==> config.mk <==
export PLATFORM = sky130hd
export DESIGN_NAME = pacman_mover
export DESIGN_NICKNAME = d
export VERILOG_FILES = /design/src/rtl/pacman_mover.sv
export SDC_FILE = /design/constraint.sdc
export NUM_CORES = 1
export LEC_CHECK = 0
export CAP_MARGIN = 15
export CORE_ASPECT_RATIO = 1.25
export CORE_MARGIN = 5
export CORE_UTILIZATION = 55
export DETAILED_ROUTE_END_ITERATION = 6
export HOLD_SLACK_MARGIN = 0.05
export PLACE_DENSITY = 0.89
export SYNTH_ARGS = -nofsm -noshare
export SYNTH_HDL_FRONTEND = slang
export SYNTH_SLANG_ARGS = --single-unit
==> constraint.sdc <==
create_clock -name clk -period 6.7 [get_ports clk]
set_clock_uncertainty 0.05 [all_clocks]
set_input_delay 2.01 -clock clk [delete_from_list [all_inputs] [get_ports clk]]
set_output_delay 2.01 -clock clk [all_outputs]
set_load 0.05 [all_outputs]
==> src/rtl/pacman_mover.sv <==
// Per-frame Pac-Man position engine: samples the joystick, checks maze walls, commits the move.
// Optional wrap-around tunnel on the left/right edges is enabled by defining PACMAN_TUNNEL_EN.
module pacman_mover #(
  parameter int unsigned START_X  = 112,
  parameter int unsigned START_Y  = 184,
  parameter int unsigned SPEED    = 1,
  parameter int unsigned WALL_BIT = 7
) (
  input  logic       clk,
  input  logic       reset,
  input  logic       ce,
  input  logic [9:0] svpos,
  input  logic [3:0] joy_dir,
  input  logic [7:0] maze_data,
  output logic [9:0] maze_addr,
  output logic [7:0] pac_x,
  output logic [7:0] pac_y,
  output logic [1:0] pac_dir,
  output logic       busy,
  output logic       done
);

  localparam logic [3:0] StIdle    = 4'd0;
  localparam logic [3:0] StLookDes = 4'd1;
  localparam logic [3:0] StWaitDes = 4'd2;
  localparam logic [3:0] StEvalDes = 4'd3;
  localparam logic [3:0] StLookCur = 4'd4;
  localparam logic [3:0] StWaitCur = 4'd5;
  localparam logic [3:0] StEvalCur = 4'd6;
  localparam logic [3:0] StMove    = 4'd7;
  localparam logic [3:0] StDone    = 4'd8;

  localparam logic [1:0] DirRight = 2'd0;
  localparam logic [1:0] DirLeft  = 2'd1;
  localparam logic [1:0] DirUp    = 2'd2;
  localparam logic [1:0] DirDown  = 2'd3;

  localparam logic [7:0] Step = 8'(SPEED);
  localparam logic [7:0] XMax = 8'd248;
  localparam logic [7:0] YMax = 8'd232;

`ifdef PACMAN_TUNNEL_EN
  localparam bit TunnelEn = 1'b1;
`else
  localparam bit TunnelEn = 1'b0;
`endif

  logic [3:0] state_q, state_d;
  logic [7:0] pac_x_q, pac_x_d;
  logic [7:0] pac_y_q, pac_y_d;
  logic [1:0] pac_dir_q, pac_dir_d;
  logic [1:0] des_q, des_d;
  logic       stay_q, stay_d;
  logic       oob_q, oob_d;
  logic       armed_q, armed_d;
  logic [9:0] maze_addr_q, maze_addr_d;

  logic [1:0] joy_des;
  logic       aligned;
  logic       opposite;
  logic       start;
  logic       wall;
  logic [1:0] look_dir;
  logic [4:0] col, row, nb_col, nb_row;
  logic       nb_oob;

  logic unused_maze_bits;
  assign unused_maze_bits = ^maze_data;

  always_comb begin
    if (joy_dir[0])      joy_des = DirRight;
    else if (joy_dir[1]) joy_des = DirLeft;
    else if (joy_dir[2]) joy_des = DirUp;
    else if (joy_dir[3]) joy_des = DirDown;
    else                 joy_des = pac_dir_q;
  end

  assign aligned  = ((pac_x_q[2:0] | pac_y_q[2:0]) == 3'd0);
  // Opposite directions differ only in bit 0 (right/left, up/down).
  assign opposite = ((joy_des ^ 2'b01) == pac_dir_q);
  assign start    = (state_q == StIdle) && armed_q && ce;
  assign wall     = oob_q | maze_data[WALL_BIT];

  assign col      = pac_x_q[7:3];
  assign row      = pac_y_q[7:3];
  assign look_dir = (state_q == StLookCur) ? pac_dir_q : des_q;

  always_comb begin
    nb_col = col;
    nb_row = row;
    nb_oob = 1'b0;
    case (look_dir)
      DirRight: begin
        nb_col = col + 5'd1;
        nb_oob = (col == 5'd31) && !TunnelEn;
      end
      DirLeft: begin
        nb_col = col - 5'd1;
        nb_oob = (col == 5'd0) && !TunnelEn;
      end
      DirUp: begin
        nb_row = row - 5'd1;
        nb_oob = (row == 5'd0);
      end
      default: begin
        nb_row = row + 5'd1;
        nb_oob = (row >= 5'd29);
      end
    endcase
  end

  always_comb begin
    state_d     = state_q;
    pac_x_d     = pac_x_q;
    pac_y_d     = pac_y_q;
    pac_dir_d   = pac_dir_q;
    des_d       = des_q;
    stay_d      = stay_q;
    oob_d       = oob_q;
    maze_addr_d = maze_addr_q;

    // Start has priority so a single frame can never trigger two updates.
    if (start)                armed_d = 1'b0;
    else if (svpos < 10'd480) armed_d = 1'b1;
    else                      armed_d = armed_q;

    case (state_q)
      StIdle: begin
        if (start) begin
          des_d  = joy_des;
          stay_d = 1'b0;
          if (!aligned || opposite) begin
            if (opposite) pac_dir_d = joy_des;
            state_d = StMove;
          end else if (joy_des == pac_dir_q) begin
            state_d = StLookCur;
          end else begin
            state_d = StLookDes;
          end
        end
      end
      StLookDes, StLookCur: begin
        if (ce) begin
          oob_d = nb_oob;
          if (!nb_oob) maze_addr_d = {nb_row, nb_col};
          state_d = (state_q == StLookDes) ? StWaitDes : StWaitCur;
        end
      end
      StWaitDes: if (ce) state_d = StEvalDes;
      StWaitCur: if (ce) state_d = StEvalCur;
      StEvalDes: begin
        if (ce) begin
          if (!wall) begin
            pac_dir_d = des_q;
            state_d   = StMove;
          end else begin
            state_d = StLookCur;
          end
        end
      end
      StEvalCur: begin
        if (ce) begin
          stay_d  = wall;
          state_d = StMove;
        end
      end
      StMove: begin
        if (ce) begin
          if (!stay_q) begin
            case (pac_dir_q)
              DirRight: if (TunnelEn || (pac_x_q <= XMax - Step)) pac_x_d = pac_x_q + Step;
              DirLeft:  if (TunnelEn || (pac_x_q >= Step))        pac_x_d = pac_x_q - Step;
              DirUp:    if (pac_y_q >= Step)                      pac_y_d = pac_y_q - Step;
              default:  if (pac_y_q <= YMax - Step)               pac_y_d = pac_y_q + Step;
            endcase
          end
          state_d = StDone;
        end
      end
      StDone:  if (ce) state_d = StIdle;
      default: state_d = StIdle;
    endcase
  end

  always_ff @(posedge clk) begin
    if (reset) begin
      state_q     <= StIdle;
      pac_x_q     <= 8'(START_X);
      pac_y_q     <= 8'(START_Y);
      pac_dir_q   <= DirLeft;
      des_q       <= DirLeft;
      stay_q      <= 1'b0;
      oob_q       <= 1'b0;
      armed_q     <= 1'b0;
      maze_addr_q <= 10'd0;
    end else begin
      state_q     <= state_d;
      pac_x_q     <= pac_x_d;
      pac_y_q     <= pac_y_d;
      pac_dir_q   <= pac_dir_d;
      des_q       <= des_d;
      stay_q      <= stay_d;
      oob_q       <= oob_d;
      armed_q     <= armed_d;
      maze_addr_q <= maze_addr_d;
    end
  end

  assign maze_addr = maze_addr_q;
  assign pac_x     = pac_x_q;
  assign pac_y     = pac_y_q;
  assign pac_dir   = pac_dir_q;
  assign busy      = (state_q != StIdle);
  // Gated by ce so a stalled DONE state still yields a single-cycle pulse.
  assign done      = (state_q == StDone) && ce;

endmodule

==> impl_metrics.csv <==
group,metric,value,unit
outcome,outcome,"completed",
yosys,synth_seq_cells,37,
global_routing,antenna_found_initial,0,
global_routing,grt_pass1_vias,2246,
drt,final_antenna_net_count,0,
finish,layout_commonest_cell,"clkdlybuf4s50_1",
yosys,seq_area_frac_synth,0.2732,
floorplanning,dieArea,6443,sq um
clocking,path_clk_slew,0.07,ns
sta,fmax,178.7,MHz
pwr,p_total,0.0006071,W
pwr,combinationalPowerShare,0.293,
floorplanning,num_rows,28,
setup_path,cp.arrival,3.54,ns
sta,final-setup-viol-count,0,
finish,final_cell_mix,"clkdlybuf4s50_1, nor2_1, dfxtp_1",
setup_path,setup.worst_path.class,"in -> out",
pwr,clkPwrFrac,0.291,
sta,tns,0,ns
clocking,postCtsSetupRepairBufs,0,
finish,drive_above_1_share,0.09348,
finish,nNetsFinal,391,
placed_design,numPortBuffers,42,
sta,rsz0062_at_grt,"false",
clocking,clk_path_buf_depth,2,
floorplanning,initial_utilization,0.5691,
clocking,cts_resized,0,
clocking,cts.sinks,37,
finish,num-fill-cells,422,
placed_design,post-dp-hpwl,4.300,mm
clocking,numCtsBuffers,5,
finish,multi_input_area,1805,sq um
clocking,hold_buffers,0,
global_routing,grt_pass1_wl,10.10,mm
clocking,clk_latency,0.29,ns
finish,final-seq-area,740.7,sq um
sta,drv_slew,0,
clocking,tritoncts,"yes",
pwr,p_sw,0.0002057,W
yosys,syn_inst,322,
yosys,synth.avg_cell_area,8.420,sq um
floorplanning,core_region_area,4765,sq um
sta,hold_violations,0,
global_routing,grt_max_degree,38,
setup_path,worst_ep_required_time,4.64,ns
yosys,yosys_warnings,0,
drt,wl_per_cell,14.59,um
yosys,synth_edf_count,0,
floorplanning,die_h,88.50,um
drt,dr.first_iter.drc_count,145,
yosys,async_flop_share,0,
clocking,clockRootBuffer,"clkbuf_8",
yosys,syn_area,2711,sq um
floorplanning,die_x,72.80,um
drt,num_vias,2449,
pwr,p_leak,1.191,nW
flow_run,max_cap_violations,0,
yosys,synth_cell_types,63,
clocking,htreeDepth,2,
floorplanning,io-pin-count,55,
setup_path,worst_setup_path_start_kind,"input port",
setup_path,crit_path_max_fanout,6,
sta,fin_crit,5.597,ns
sta,slew_headroom,0.3732,
drt,vias_per_cell,5.930,
pwr,p_int,0.0004014,W
pwr,switching_share,0.3388,
min_path,worst_hold_path_type,"reg -> reg",
drt,routed_wl,6.025,mm
placed_design,gp_congestion,0.7986,
global_routing,grt_usage,0.1965,
sta,holdWs,0.4290,ns
pwr,ir_drop,103.4,uV
sta,fin_crit_sh,0.8354,
yosys,syn-num-nets,361,
yosys,synthFlopType,"dfxtp_1",
global_routing,grt_overflow,0,
finish,antenna_cells,0,
setup_path,cp-end-kind,"primary output",
pwr,powerDensity,190.4,nW/um^2
sta,tightest_slew,0.9219,ns
finish,area_growth,17.58,%
pwr,p_seq_frac,0.416,
drt,first_pass_iters,4,
drt,drc,0,
==> state kept, by name, summed over array words and instances (netlist names) <==
signal	cells
oob_q	1
stay_q	1
armed_q	1
pac_dir	2
pac_x	8
des_q	2
pac_y	8
maze_addr	10
state_q	4
==> power by group through the flow <==
stage | logic, W | registers (W) | clock network (W)
floorplan | 0.000112 | 0.000281 | 0
global placement | 0.000174 | 0.000257 | 0
detailed placement | 0.000178 | 0.000257 | 0
CTS | 0.000179 | 0.000252 | 0.000178
global route | 0.000192 | 0.000255 | 0.000189
finish | 0.000178 | 0.000252 | 0.000177
==> cell families after synthesis <==
kind of cell,count (synthesis),share of synthesized area
flip-flops,37,0.2732
adder cells (fa/ha/maj),14,0.07014
AO/OA/AOI/OAI,78,0.1984
XOR/XNOR,20,0.06460
AND/OR/NAND/NOR,130,0.2773
buffers and inverters,29,0.06091
multiplexers,14,0.05537
==> worst max-delay path, cell delays in order <==
cell and delay (ns):
clkdlybuf4s50_1 0.56, and3_1 0.18, clkdlybuf4s50_1 0.79
==> cell usage after synthesis (7+ instances only) <==
cell type / instances / share of area
a211oi_1: 10 / 0.028
a21oi_1: 21 / 0.039
clkbuf_1: 9 / 0.012
dfxtp_1: 37 / 0.27
ha_1: 12 / 0.055
inv_1: 8 / 0.011
mux2i_1: 11 / 0.041
nand2_1: 10 / 0.014
nand2b_1: 11 / 0.025
nand3_1: 7 / 0.013
nor2_1: 40 / 0.055
nor3_1: 8 / 0.015
o21ai_0: 16 / 0.030
or3_1: 11 / 0.025
xnor2_1: 16 / 0.052
==> final timing paths <==
kind         slack (ns)      endpoint  cells after the start        from
max                1.10          done                      3          ce
max reg2reg        2.99  maze_addr[9]                     10  state_q[2]
min reg2reg        0.43        stay_q                      2      stay_q
min                0.43        stay_q                      2      stay_q
==> layer usage <==
metal  wire length [um]  track usage  up-vias
met4                113      0.07383        0
li1                   -            -     1226
met2               3079       0.3555       53
met1               2616       0.2286     1159
met3                215      0.03523       11
met5                  0            0        -
==> stage by stage <==
stage / worst slack (ns) / util / area [sq um] / instances
6_report: 1.103 / 0.6691 / 3188 / 413
5_1_grt: 1.048 / 0.6691 / 3188 / 413
2_1_floorplan: 2.186 / - / 2711 / 322
3_5_place_dp: 1.096 / 0.6478 / 3087 / 405
4_1_cts: 1.098 / 0.6691 / 3188 / 413
3_3_place_gp: 1.100 / 0.6478 / 3087 / 405
==> cell type report <==
cell class | instances | area share
clock buffer | 7 | 0.03022
sequential | 37 | 0.2323
clock inverter | 1 | 0.001570
timing repair buffer | 44 | 0.1366
multi-input combinational | 256 | 0.5663
inverter | 8 | 0.009419
tap | 60 | 0.02355
No activity file was read; power rests on OpenSTA's default activity.
